File: src/rtl/filter_seq_pkg.sv
// Shared types and constants for the filter sequencer: FSM encoding,
// coefficient width and the default watchdog limit.
package filter_seq_pkg;

    localparam int COEF_W      = 4;
    localparam int DEF_TIMEOUT = 64;

    typedef logic [1:0] state_t;

    localparam state_t ST_IDLE  = 2'd0;
    localparam state_t ST_ISSUE = 2'd1;
    localparam state_t ST_WAIT  = 2'd2;

    typedef struct packed {
        logic [COEF_W-1:0] a1;
        logic [COEF_W-1:0] a2;
    } coef_t;

endpackage

File: src/rtl/filter_sequencer_rate_divider.sv
// Sample-rate period counter: one tick every period+1 enabled cycles.
module rate_divider #(
    parameter int DIVWIDTH = 16
) (
    input  logic                clk,
    input  logic                rst,
    input  logic                enable,
    input  logic [DIVWIDTH-1:0] period,
    output logic                tick
);

    logic [DIVWIDTH-1:0] cnt;

    // Equality compare only: a period lowered below cnt lets cnt wrap around.
    assign tick = enable && (cnt == period);

    always_ff @(posedge clk) begin
        if (rst || !enable) begin
            cnt <= '0;
        end else if (tick) begin
            cnt <= '0;
        end else begin
            cnt <= cnt + 1'b1;
        end
    end

endmodule

File: src/rtl/filter_sequencer.sv
// Sequences one filter pass per sample tick: capture, start pulse, watchdog-
// guarded wait for done, result register, shadowed coefficients, sticky errors.
module filter_sequencer
    import filter_seq_pkg::*;
#(
    parameter int DATAWIDTH = 16,
    parameter int DIVWIDTH  = 16,
    parameter int TIMEOUT   = DEF_TIMEOUT
) (
    input  logic                 clk,
    input  logic                 rst,
    input  logic                 enable,
    input  logic [DIVWIDTH-1:0]  period,
    input  logic [DATAWIDTH-1:0] sample_in,
    input  logic [COEF_W-1:0]    cfg_a1,
    input  logic [COEF_W-1:0]    cfg_a2,
    input  logic                 cfg_load,
    input  logic                 err_clr,
    output logic [DATAWIDTH-1:0] filt_in,
    output logic                 filt_once,
    output logic [COEF_W-1:0]    filt_a1,
    output logic [COEF_W-1:0]    filt_a2,
    input  logic                 filt_done,
    input  logic [DATAWIDTH-1:0] filt_out,
    output logic [DATAWIDTH-1:0] out_data,
    output logic                 out_valid,
    output logic                 busy,
    output logic                 err_timeout,
    output logic                 err_overrun,
    output state_t               fsm_state
);

    localparam int WDW = (TIMEOUT > 2) ? $clog2(TIMEOUT) : 1;
    localparam logic [WDW-1:0] WD_LAST = WDW'(TIMEOUT - 1);

    state_t         state;
    logic [WDW-1:0] wdog;
    coef_t          shadow;
    logic           pending;
    logic           tick;
    logic           timeout_hit;
    logic           overrun_hit;

    rate_divider #(
        .DIVWIDTH(DIVWIDTH)
    ) u_rate_divider (
        .clk   (clk),
        .rst   (rst),
        .enable(enable),
        .period(period),
        .tick  (tick)
    );

    always_comb begin
        timeout_hit = 1'b0;
        overrun_hit = 1'b0;
        if (state == ST_WAIT && !filt_done && wdog == WD_LAST) begin
            timeout_hit = 1'b1;
        end
        if (tick && state != ST_IDLE) begin
            overrun_hit = 1'b1;
        end
    end

    assign busy      = (state != ST_IDLE);
    assign fsm_state = state;

    always_ff @(posedge clk) begin
        if (rst) begin
            state       <= ST_IDLE;
            wdog        <= '0;
            shadow      <= '0;
            pending     <= 1'b0;
            filt_in     <= '0;
            filt_once   <= 1'b0;
            filt_a1     <= '0;
            filt_a2     <= '0;
            out_data    <= '0;
            out_valid   <= 1'b0;
            err_timeout <= 1'b0;
            err_overrun <= 1'b0;
        end else begin
            filt_once <= 1'b0;
            out_valid <= 1'b0;

            case (state)
                ST_IDLE: begin
                    if (pending) begin
                        filt_a1 <= shadow.a1;
                        filt_a2 <= shadow.a2;
                    end
                    if (tick) begin
                        filt_in   <= sample_in;
                        filt_once <= 1'b1;
                        state     <= ST_ISSUE;
                    end
                end
                ST_ISSUE: begin
                    wdog  <= '0;
                    state <= ST_WAIT;
                end
                ST_WAIT: begin
                    if (filt_done) begin
                        out_data  <= filt_out;
                        out_valid <= 1'b1;
                        state     <= ST_IDLE;
                    end else if (wdog == WD_LAST) begin
                        state <= ST_IDLE;
                    end else begin
                        wdog <= wdog + 1'b1;
                    end
                end
                default: state <= ST_IDLE;
            endcase

            // A load in the same IDLE cycle as the copy stays pending for the next one.
            if (cfg_load) begin
                shadow.a1 <= cfg_a1;
                shadow.a2 <= cfg_a2;
                pending   <= 1'b1;
            end else if (state == ST_IDLE) begin
                pending <= 1'b0;
            end

            if (timeout_hit) begin
                err_timeout <= 1'b1;
            end else if (err_clr) begin
                err_timeout <= 1'b0;
            end

            if (overrun_hit) begin
                err_overrun <= 1'b1;
            end else if (err_clr) begin
                err_overrun <= 1'b0;
            end
        end
    end

endmodule

File: config.mk
export PLATFORM = sky130hd
export DESIGN_NAME = filter_sequencer
export DESIGN_NICKNAME = d
export VERILOG_FILES = /design/src/rtl/filter_seq_pkg.sv /design/src/rtl/filter_sequencer_rate_divider.sv /design/src/rtl/filter_sequencer.sv
export SDC_FILE = /design/constraint.sdc
export NUM_CORES = 1
export LEC_CHECK = 0
export BUFFER_PORTS_ARGS = -buffer_cell sky130_fd_sc_hd__buf_2
export CORE_MARGIN = 4
export CORE_UTILIZATION = 45
export CTS_CLUSTER_SIZE = 25
export DETAILED_ROUTE_END_ITERATION = 16
export GPL_TIMING_DRIVEN = 0
export PLACE_DENSITY = 0.75
export SYNTH_ARGS = -nofsm -noshare
export SYNTH_HDL_FRONTEND = slang
export SYNTH_SLANG_ARGS = --single-unit
File: constraint.sdc
create_clock -name clk -period 2.35 [get_ports clk]
set_input_delay 0 -clock clk [delete_from_list [all_inputs] [get_ports clk]]
set_output_delay 0 -clock clk [all_outputs]
set_load 0.005 [all_outputs]
==> flow_summary.ini, run 1 <==
[critical_path]
endpoint_kind = register
cp-start-kind = register
critPathRequiredTime_ps = 2560
crit_fanout = 10
cp_slowest_stage_delay_ps = 480
arrival_ps = 2380
crit_slowest_cell = nor4_1
path_cells = xor2_1 > nor4_1 > nand3_1 > buf_2 > o31ai_2 > a21oi_1
crit_type = reg -> reg

[timing]
worst_pin_slew_ps = 843.3
timing.setup.tns_ps = 0
fmax_mhz = 461.2
rsz0062_at_grt = no
fin_skew_ps = 8.779
slew_headroom_pct = 43.31
post-route-period-util_pct = 92.27
whs_ps = 19.15
setup_viol = 0
hold_viol_final = 0
fin_crit_ps = 2168
slew_violations = 0

[power_and_ir_drop]
peakVddDrop_v = 0.0003254
p_per_area_nw_per_um2 = 547.1
leakage_nw = 1.878

[layout]
final_cell_mix = buf_2, dfxtp_1, nand2_1
final_cell_count_no_fill = 623
diodes = 0
seq_area_um2 = 1541
multi_input_area_um2 = 1551
final_common_cell = buf_2
fillCellCount = 608
syn_to_final_growth_pct = 38.57
drive_gt1_share_pct = 28.27
nNetsFinal = 586

[synthesis]
synth_nets = 427
syn_inst = 363
synth.area.top_cells = dfxtp_1, nand2_1, a21oi_1, xor2_1, nor2_1
yosysTopAreaCell = dfxtp_1
synth_seq_area_share_pct = 47.51
synth_top_area_share_pct = 47.51
ys_types = 40
synth.cell_area_um2 = 3244
yosysWarningCount = 0
avgSynthCellArea_um2 = 8.938
synth-seq-cells = 77

[drt]
viasPerCell = 5.130
wl_um = 8789
vias = 3196
drtIter0Drc = 74
drt_pre_antenna_iters = 4
wl_met2_um = 4383
wl_per_cell_um = 14.11
drt-met1-wl_um = 3649
ant_nets = 0
dr_wl_met3_um = 640
drc_errors = 0
top_layer_used = met4

[clocking]
htreeDepth = 3
post_cts_buffers = 0
cts_sinks = 77
clock_latency_ps = 340
cts_buffer_depth = 2
clk_pin_slew_ps = 90
tritoncts = done
cts-root-buf = clkbuf_8
numCtsBuffers = 9

[grt]
antenna_found_initial = 0
grt_use_total_pct = 19.99
grt_max_degree = 17
grt_pass1_vias = 3124
grt_pass1_wl_um = 14060
overflow = 0

[floorplanning]
dieArea_um2 = 8632
start_util_pct = 46.97
core_um2 = 6907
die_x_um = 92.91
rows = 30
ios = 109
die_y_um = 92.91

[place]
dpl.cell_count = 566
gp_congestion = 0.8109
hpwl_um = 6096
numPortBuffers = 107

[outcome]
outcome = finished clean

[hold_path]
hold_path.class = in -> reg

[job]
maxCapViolCount = 0
[repair_timing]
item,in CTS,in global routing
hold buffers,41,0
hold endpoints to repair,42,0
gates resized for setup,0,0
[where the power goes]
part	total [mW]	internal (mW)	switching, mW	leakage, nW
combinational	0.192	0.111	0.0817	1.17
clock	0.941	0.406	0.535	0.0892
sequential	1.33	1.32	0.00849	0.622
total	2.46	1.83	0.626	1.88
[state kept, by name, indices dropped and copies added (netlist names), 2 cells and up]
name / count
fsm_state: 2
filt_in: 16
filt_a2: 4
filt_a1: 4
wdog: 6
out_data: 16
u_rate_divider.cnt: 16
shadow: 8
[synthesized netlist by cell type (all sizes together)]
master   instances
o22ai            1
a222oi           1
mux2i            9
xor2            18
nand3b           1
and3b            1
clkbuf          11
nor3b            2
nor3             4
a21oi           44
or2              2
inv              6
or3              1
o31ai           16
nand3            6
ha               2
and2             2
dfxtp           77
nor2            35
o2111ai          3
nand2           61
a32oi            1
or4              1
nand4           19
o21ai            4
buf             10
and3             5
nor4             4
xnor2           12
nor2b            3
a21boi           1
[routing by layer]
layer	vias up	GRT usage [%]
met1	1463	24.68
met5	-	0
met2	143	34.49
met3	14	3.981
li1	1576	-
met4	0	6.960
[final timing paths]
check | startpoint | to | slack (ps) | cells past startpoint
setup / recovery | u_rate_divider.cnt[9] | filt_in[9] | 180 | 6
hold / removal | rst | wdog[5] | 20 | 3
setup reg to reg | u_rate_divider.cnt[9] | filt_in[9] | 180 | 6
hold reg to reg | shadow[4] | filt_a1[0] | 460 | 2
[area by class of cell]
cell class	count	area share (%)
multi-input cells	259	34.51
flip-flops and latches	77	34.29
repair buffers	148	21.04
plain buffers	21	2.867
clock buffers	9	2.755
well taps	96	2.672
clock inverters	7	1.364
inverters	6	0.5010
[stage by stage]
stage,utilization [%],setup slack (ps),total power [mW],area (um2)
floorplan,-,566.3,1.418,3244
global placement,56.47,271.3,1.491,3900
detailed placement,56.47,235.7,1.493,3900
CTS,65.09,214.8,2.482,4496
global route,65.09,24.34,2.566,4496
finish,65.09,181.7,2.459,4496
[cell families (layout without fill, tap and decap cells)]
| kind of cell | count (synthesis) | in the layout | synth area share [%] |
|---|---|---|---|
| AND/OR/NAND/NOR | 147 | 147 | 21.13 |
| flip-flops | 77 | 77 | 47.51 |
| AO/OA/AOI/OAI | 71 | 71 | 14.81 |
| XOR/XNOR | 30 | 30 | 8.330 |
| buffers and inverters | 27 | 191 | 4.666 |
| multiplexers | 9 | 9 | 2.777 |
| adder cells (fa/ha/maj) | 2 | 2 | 0.7712 |
[worst max-delay path, delay by kind of cell, from the launching register on]
kind | cells | cell delay [ps]
and+or+nand+nor | 2 | 860
buffers and inverters | 1 | 330
AOI/OAI and AO/OA | 2 | 300
xor gates and xnor gates | 1 | 180
DFF | 1 | 360
No activity file was read; power rests on OpenSTA's default activity.
==> run 2: changes to the inputs <==
--- a/config.mk
+++ b/config.mk
@@ -14,4 +14,5 @@
 export PLACE_DENSITY = 0.75
 export SYNTH_ARGS = -nofsm -noshare
 export SYNTH_HDL_FRONTEND = slang
+export SYNTH_HIERARCHICAL = 1
 export SYNTH_SLANG_ARGS = --single-unit
==> run 2 against run 1 <==
Net effect:
- sequential share of layout area is 1.1 points higher
- die area down 3.7%
- critical endpoint is now filt_in[2]
- flip-flop and latch count is the same
- largest power group unchanged
- highest routed layer unchanged
- cell count down 1.9%
==> flow_summary.ini, run 2 <==
[timing]
fmax_mhz = 456.3
post-route-period-util_pct = 93.25
fin_crit_ps = 2191
slew_headroom_pct = 58.44
rsz0062_at_grt = no
slew_violations = 0
worst_pin_slew_ps = 623.4
setup_viol = 0
hold_viol_final = 0
setup_ws_ps = 158.6
fin_skew_ps = 10.04

[clocking]
tritoncts = done
cts-root-buf = clkbuf_8
htreeDepth = 3
clock_latency_ps = 340
numCtsBuffers = 9
cts_buffer_depth = 2
post_cts_buffers = 0
cts_sinks = 77
clk_pin_slew_ps = 90

[layout]
final_cell_count_no_fill = 611
seq_area_um2 = 1543
final_common_cell = buf_2
final_util_pct = 64.57
fillCellCount = 563
final_cell_mix = buf_2, nand2_1, dfxtp_1
drive_gt1_share_pct = 26.42
multi_input_area_um2 = 1496
nNetsFinal = 589
syn_to_final_growth_pct = 40.15
top_regs = filt_in: 16 flops, out_data: 16 flops, u_rate_divider/cnt: 16 flops

[critical_path]
path_delay_family = simple AND/OR/NAND/NOR gates
r2r_start = u_rate_divider/cnt[4]
crit_slowest_cell = dfxtp_1
critPathRequiredTime_ps = 2620
arrival_ps = 2460
reg2reg_to = filt_in[2]
cp-start-kind = register
cp_slowest_stage_delay_ps = 370
r2r_setup_slack_ps = 160
r2r_cells = 8
endpoint_kind = register
critical_path.startpoint = u_rate_divider/cnt[4]
path_depth = 8
crit_fanout = 16
crit_type = reg -> reg
crit_end = filt_in[2]
critPathBufInv = 1
path_cells = xor2_1 > nor4_2 > nand2_2 > nor4_4 > and2_1 > buf_2 > nand2_1 > a21oi_1

[place]
dpl.cell_count = 555
dpl_worst_slack_ps = -189.2
numPortBuffers = 107
hpwl_um = 5643
gp_congestion = 0.8778

[drt]
ant_nets = 0
wl_met2_um = 4202
viasPerCell = 5.070
dr_wl_met3_um = 358
drtIter0Drc = 97
wl_per_cell_um = 13.62
wl_um = 8324
drc_errors = 0
drt_pre_antenna_iters = 5
top_layer_used = met4
vias = 3098
drt-met1-wl_um = 3461

[hold_path]
hold_path.class = in -> reg

[floorplanning]
die_x_um = 91.17
dieArea_um2 = 8312
rows = 30
die_y_um = 91.17
ios = 109
core_um2 = 6756
start_util_pct = 46.07

[synthesis]
synth_edf_count = 0
synthXorXnorAreaFrac_pct = 8.441
synth_common_cells = nand2_1, dfxtp_1, a21oi_1
ys.flop_type = dfxtp_1
synth.most_common_cell = nand2_1
ys_types = 36
yosysTopAreaCell = dfxtp_1
synth.area.top_cells = dfxtp_1, nand2_1, a21oi_1, nor2_1, xor2_1
synth_mux_area_share_pct = 2.894
synth_top_family_by_area = simple AND/OR/NAND/NOR gates
avgSynthCellArea_um2 = 8.459
synth_top_area_share_pct = 49.52
synthAdderAreaFrac_pct = 0.8039
synth-compound-area-share_pct = 11.17
synth_seq_area_share_pct = 49.52
synth-seq-cells = 77
synth_simple_gate_area_share_pct = 23.91
yosysWarningCount = 6
syn_inst = 368
async_flop_share_pct = 0
synth_nets = 432
synth.cell_area_um2 = 3113

[grt]
grt_max_degree = 16
antenna_found_initial = 0
grt_pass1_wl_um = 13740
grt_use_total_pct = 20.28
overflow = 0
grt_pass1_vias = 3056

[outcome]
outcome = finished clean

[power_and_ir_drop]
leakage_nw = 1.843
p_per_area_nw_per_um2 = 563.2
peakVddDrop_v = 0.0003336

[job]
maxCapViolCount = 0
[run 2: cell count changes in the layout (fill, tap and decap cells not counted), moves of 3 or more]
cell	previous run	this run
nor2_1	35	38
o31ai_1	6	1
o21ai_0	3	0
and3_1	4	1
nand4_1	19	6
nand2b_1	0	3
o31ai_2	10	0
xnor2_1	11	14
a311oi_1	0	3
clkbuf_1	11	8
nand2_1	61	91
[run 2: report_power, final]
group | switching, mW | total, mW | internal (mW)
combinational | 0.0845 | 0.199 | 0.114
clock | 0.528 | 0.929 | 0.400
sequential | 0.0105 | 1.33 | 1.32
total | 0.624 | 2.46 | 1.83
[run 2: what timing repair did]
action / CTS / global route
gates cloned: 0 / 0
resized for setup: 3 / 3
hold buffers: 41 / 0
setup endpoints to repair: 12 / 12
endpoints found under the hold margin: 42 / 0
[run 2: area by class of cell]
class | instances | share of cell area (%)
Timing Repair Buffer | 148 | 21.68
Buffer | 15 | 1.606
Clock inverter | 7 | 1.348
Inverter | 6 | 0.5162
Multi-Input combinational cell | 268 | 34.30
Clock buffer | 9 | 2.839
Antenna cell | 1 | 0.05736
Tap cell | 80 | 2.294
Sequential cell | 77 | 35.36
[run 2: how the worst min path moves through the flow]
stage	slack, ps	from	end	depth (start not counted)
2_1_floorplan	140	sample_in[0]	filt_in[0]	2
4_1_cts	10	rst	u_rate_divider/cnt[5]	4
6_report	20	rst	u_rate_divider/cnt[6]	4
3_5_place_dp	250	cfg_a1[0]	shadow[4]	3
5_1_grt	40	rst	u_rate_divider/cnt[7]	4
3_3_place_gp	240	cfg_a2[1]	shadow[1]	3
[run 2: kinds of logic after synthesis]
kind of cell,Yosys count
fa+ha+maj,2
flops,77
compound gates,58
mux,9
buf+inv,23
xor+xnor,30
simple gates,169
[run 2: per-layer routing]
layer / global-route usage (%) / vias to the layer above
met3: 3.480 / 23
met2: 35.99 / 86
met1: 22.96 / 1441
li1: - / 1548
met5: 0 / -
met4: 11.06 / 0
[run 2: worst min-delay path, cell delays in order]
cell     delay, ps
buf_2          100
nor2b_1         70
o41ai_4         90
nor2_1          50
[run 2: through the flow]
step	power [mW]	area (um2)	TNS (ps)	hold slack (ps)
floorplan	1.426	3113	0	136.0
global placement	1.497	3749	-1542	236.4
detailed placement	1.501	3749	-1717	246.2
CTS	2.468	4359	0	13.77
global route	2.543	4360	0	36.40
finish	2.457	4363	0	16.27
==> run 3: changes to the inputs <==
--- a/config.mk
+++ b/config.mk
@@ -12,6 +12,7 @@
 export DETAILED_ROUTE_END_ITERATION = 16
 export GPL_TIMING_DRIVEN = 0
 export PLACE_DENSITY = 0.75
+export RECOVER_POWER = 25
 export SYNTH_ARGS = -nofsm -noshare
 export SYNTH_HDL_FRONTEND = slang
 export SYNTH_HIERARCHICAL = 1
==> run 3 against run 2 <==
Net effect:
- final area decreased by 0.57%
- global-route usage is the same
- non-clock buffer count did not move
- critical path type unchanged
==> flow_summary.ini, run 3 (same netlist as run 2, synthesis figures left out) <==
[drt]
wl_um = 8296
vias = 3060
wl_per_cell_um = 13.58
top_layer_used = met4
drt_pre_antenna_iters = 4
dr_wl_met3_um = 368
drc_errors = 0
drtIter0Drc = 111
drt-met1-wl_um = 3391
wl_met2_um = 4236
viasPerCell = 5.008
ant_nets = 0

[critical_path]
path_delay_family = simple AND/OR/NAND/NOR gates
critPathBufInv = 1
critPathRequiredTime_ps = 2610
r2r_start = u_rate_divider/cnt[4]
r2r_cells = 8
r2r_setup_slack_ps = 160
endpoint_kind = register
reg2reg_to = filt_in[2]
path_depth = 8
crit_fanout = 16
crit_slowest_cell = dfxtp_1
crit_type = reg -> reg
crit_end = filt_in[2]
critical_path.startpoint = u_rate_divider/cnt[4]
cp_slowest_stage_delay_ps = 370
cp-start-kind = register
arrival_ps = 2450
path_cells = xor2_1 > nor4_2 > nand2_2 > nor4_4 > and2_1 > buf_2 > nand2_1 > a21oi_1

[timing]
worst_pin_slew_ps = 622.0
setup_viol = 0
fin_crit_ps = 2186
post-route-period-util_pct = 93.02
slew_headroom_pct = 58.53
slew_violations = 0
fmax_mhz = 457.5
hold_viol_final = 0
fin_skew_ps = 10.49
rsz0062_at_grt = no

[place]
hpwl_um = 5643
postPlaceCellArea_um2 = 3749
gp_congestion = 0.8778
numPortBuffers = 107

[floorplanning]
die_y_um = 91.17
rows = 30
dieArea_um2 = 8312
core_um2 = 6756
die_x_um = 91.17
ios = 109
start_util_pct = 46.07

[layout]
final_cell_mix = buf_2, nand2_1, dfxtp_1
drive_gt1_share_pct = 22.64
nNetsFinal = 589
final_util_pct = 64.20
final_common_cell = buf_2
syn_to_final_growth_pct = 39.35
fin_area_um2 = 4338
top_regs = filt_in: 16 flops, out_data: 16 flops, u_rate_divider/cnt: 16 flops

[outcome]
outcome = finished clean

[power_and_ir_drop]
leakage_nw = 1.756
p_per_area_nw_per_um2 = 565.1
peakVddDrop_v = 0.0003335

[grt]
grt_use_total_pct = 20.28
antenna_found_initial = 0
grt_pass1_wl_um = 13740
grt_pass1_vias = 3056
overflow = 0
grt_max_degree = 16

[clocking]
htreeDepth = 3
cts_sinks = 77
clock_latency_ps = 340
tritoncts = done
cts_buffer_depth = 2
numCtsBuffers = 9
clk_pin_slew_ps = 90
cts-root-buf = clkbuf_8
post_cts_buffers = 0

[hold_path]
hold_path.class = in -> reg

[job]
maxCapViolCount = 0
[run 3: cell types whose count changed in the layout (fill, tap and decap cells not counted)]
cell / before / now
buf_2: 112 / 92
clkbuf_1: 8 / 28
[run 3: worst min path at each step]
stage	startpoint	endpoint	slack, ps	depth (start not counted)
floorplan	sample_in[0]	filt_in[0]	140	2
global placement	cfg_a2[1]	shadow[1]	240	3
detailed placement	cfg_a1[0]	shadow[4]	250	3
CTS	rst	u_rate_divider/cnt[5]	10	4
global route	rst	u_rate_divider/cnt[7]	40	4
finish	rst	u_rate_divider/cnt[7]	10	4
[run 3: repair_timing]
action                                  4_1_cts  5_1_grt
resized for setup                             3        3
cloned                                        0        0
hold buffers                                 41        0
endpoints found under the hold margin        42        0
endpoints found under the setup margin       12       12
[run 3: metrics by stage]
step	setup TNS, ps	hold WS (ps)	setup slack (ps)	total power [mW]	cells
floorplan	0	136.0	368.7	1.426	368
global placement	-1542	236.4	-176.7	1.497	555
detailed placement	-1717	246.2	-189.2	1.501	555
CTS	0	13.77	5.649	2.468	612
global route	0	36.40	6.357	2.543	610
finish	0	13.82	164.0	2.451	611
[run 3: cell type report]
type                    instances  area (um2)
plain buffers                  15       70.07
fillers                       577        2419
inverters                       6       22.52
clock inverters                 7       58.81
repair buffers                148       920.9
diodes                          1       2.502
flip-flops and latches         77        1543
well taps                      80       100.1
clock buffers                   9       123.9
multi-input cells             268        1496
[run 3: worst min-delay path, stage by stage]
cell and delay (ps):
buf_2 100, nor2b_1 70, o41ai_4 90, nor2_1 50
[run 3: power by group]
group / switching [mW] / internal, mW / total, mW
clock: 0.523 / 0.400 / 0.923
sequential: 0.0106 / 1.32 / 1.33
combinational: 0.0844 / 0.114 / 0.198
total: 0.618 / 1.83 / 2.45
[run 3: per-layer routing]
| layer | GRT usage [%] | up-vias |
|---|---|---|
| met5 | 0 | - |
| met1 | 22.96 | 1407 |
| met4 | 11.06 | 0 |
| met3 | 3.480 | 23 |
| li1 | - | 1543 |
| met2 | 35.99 | 87 |
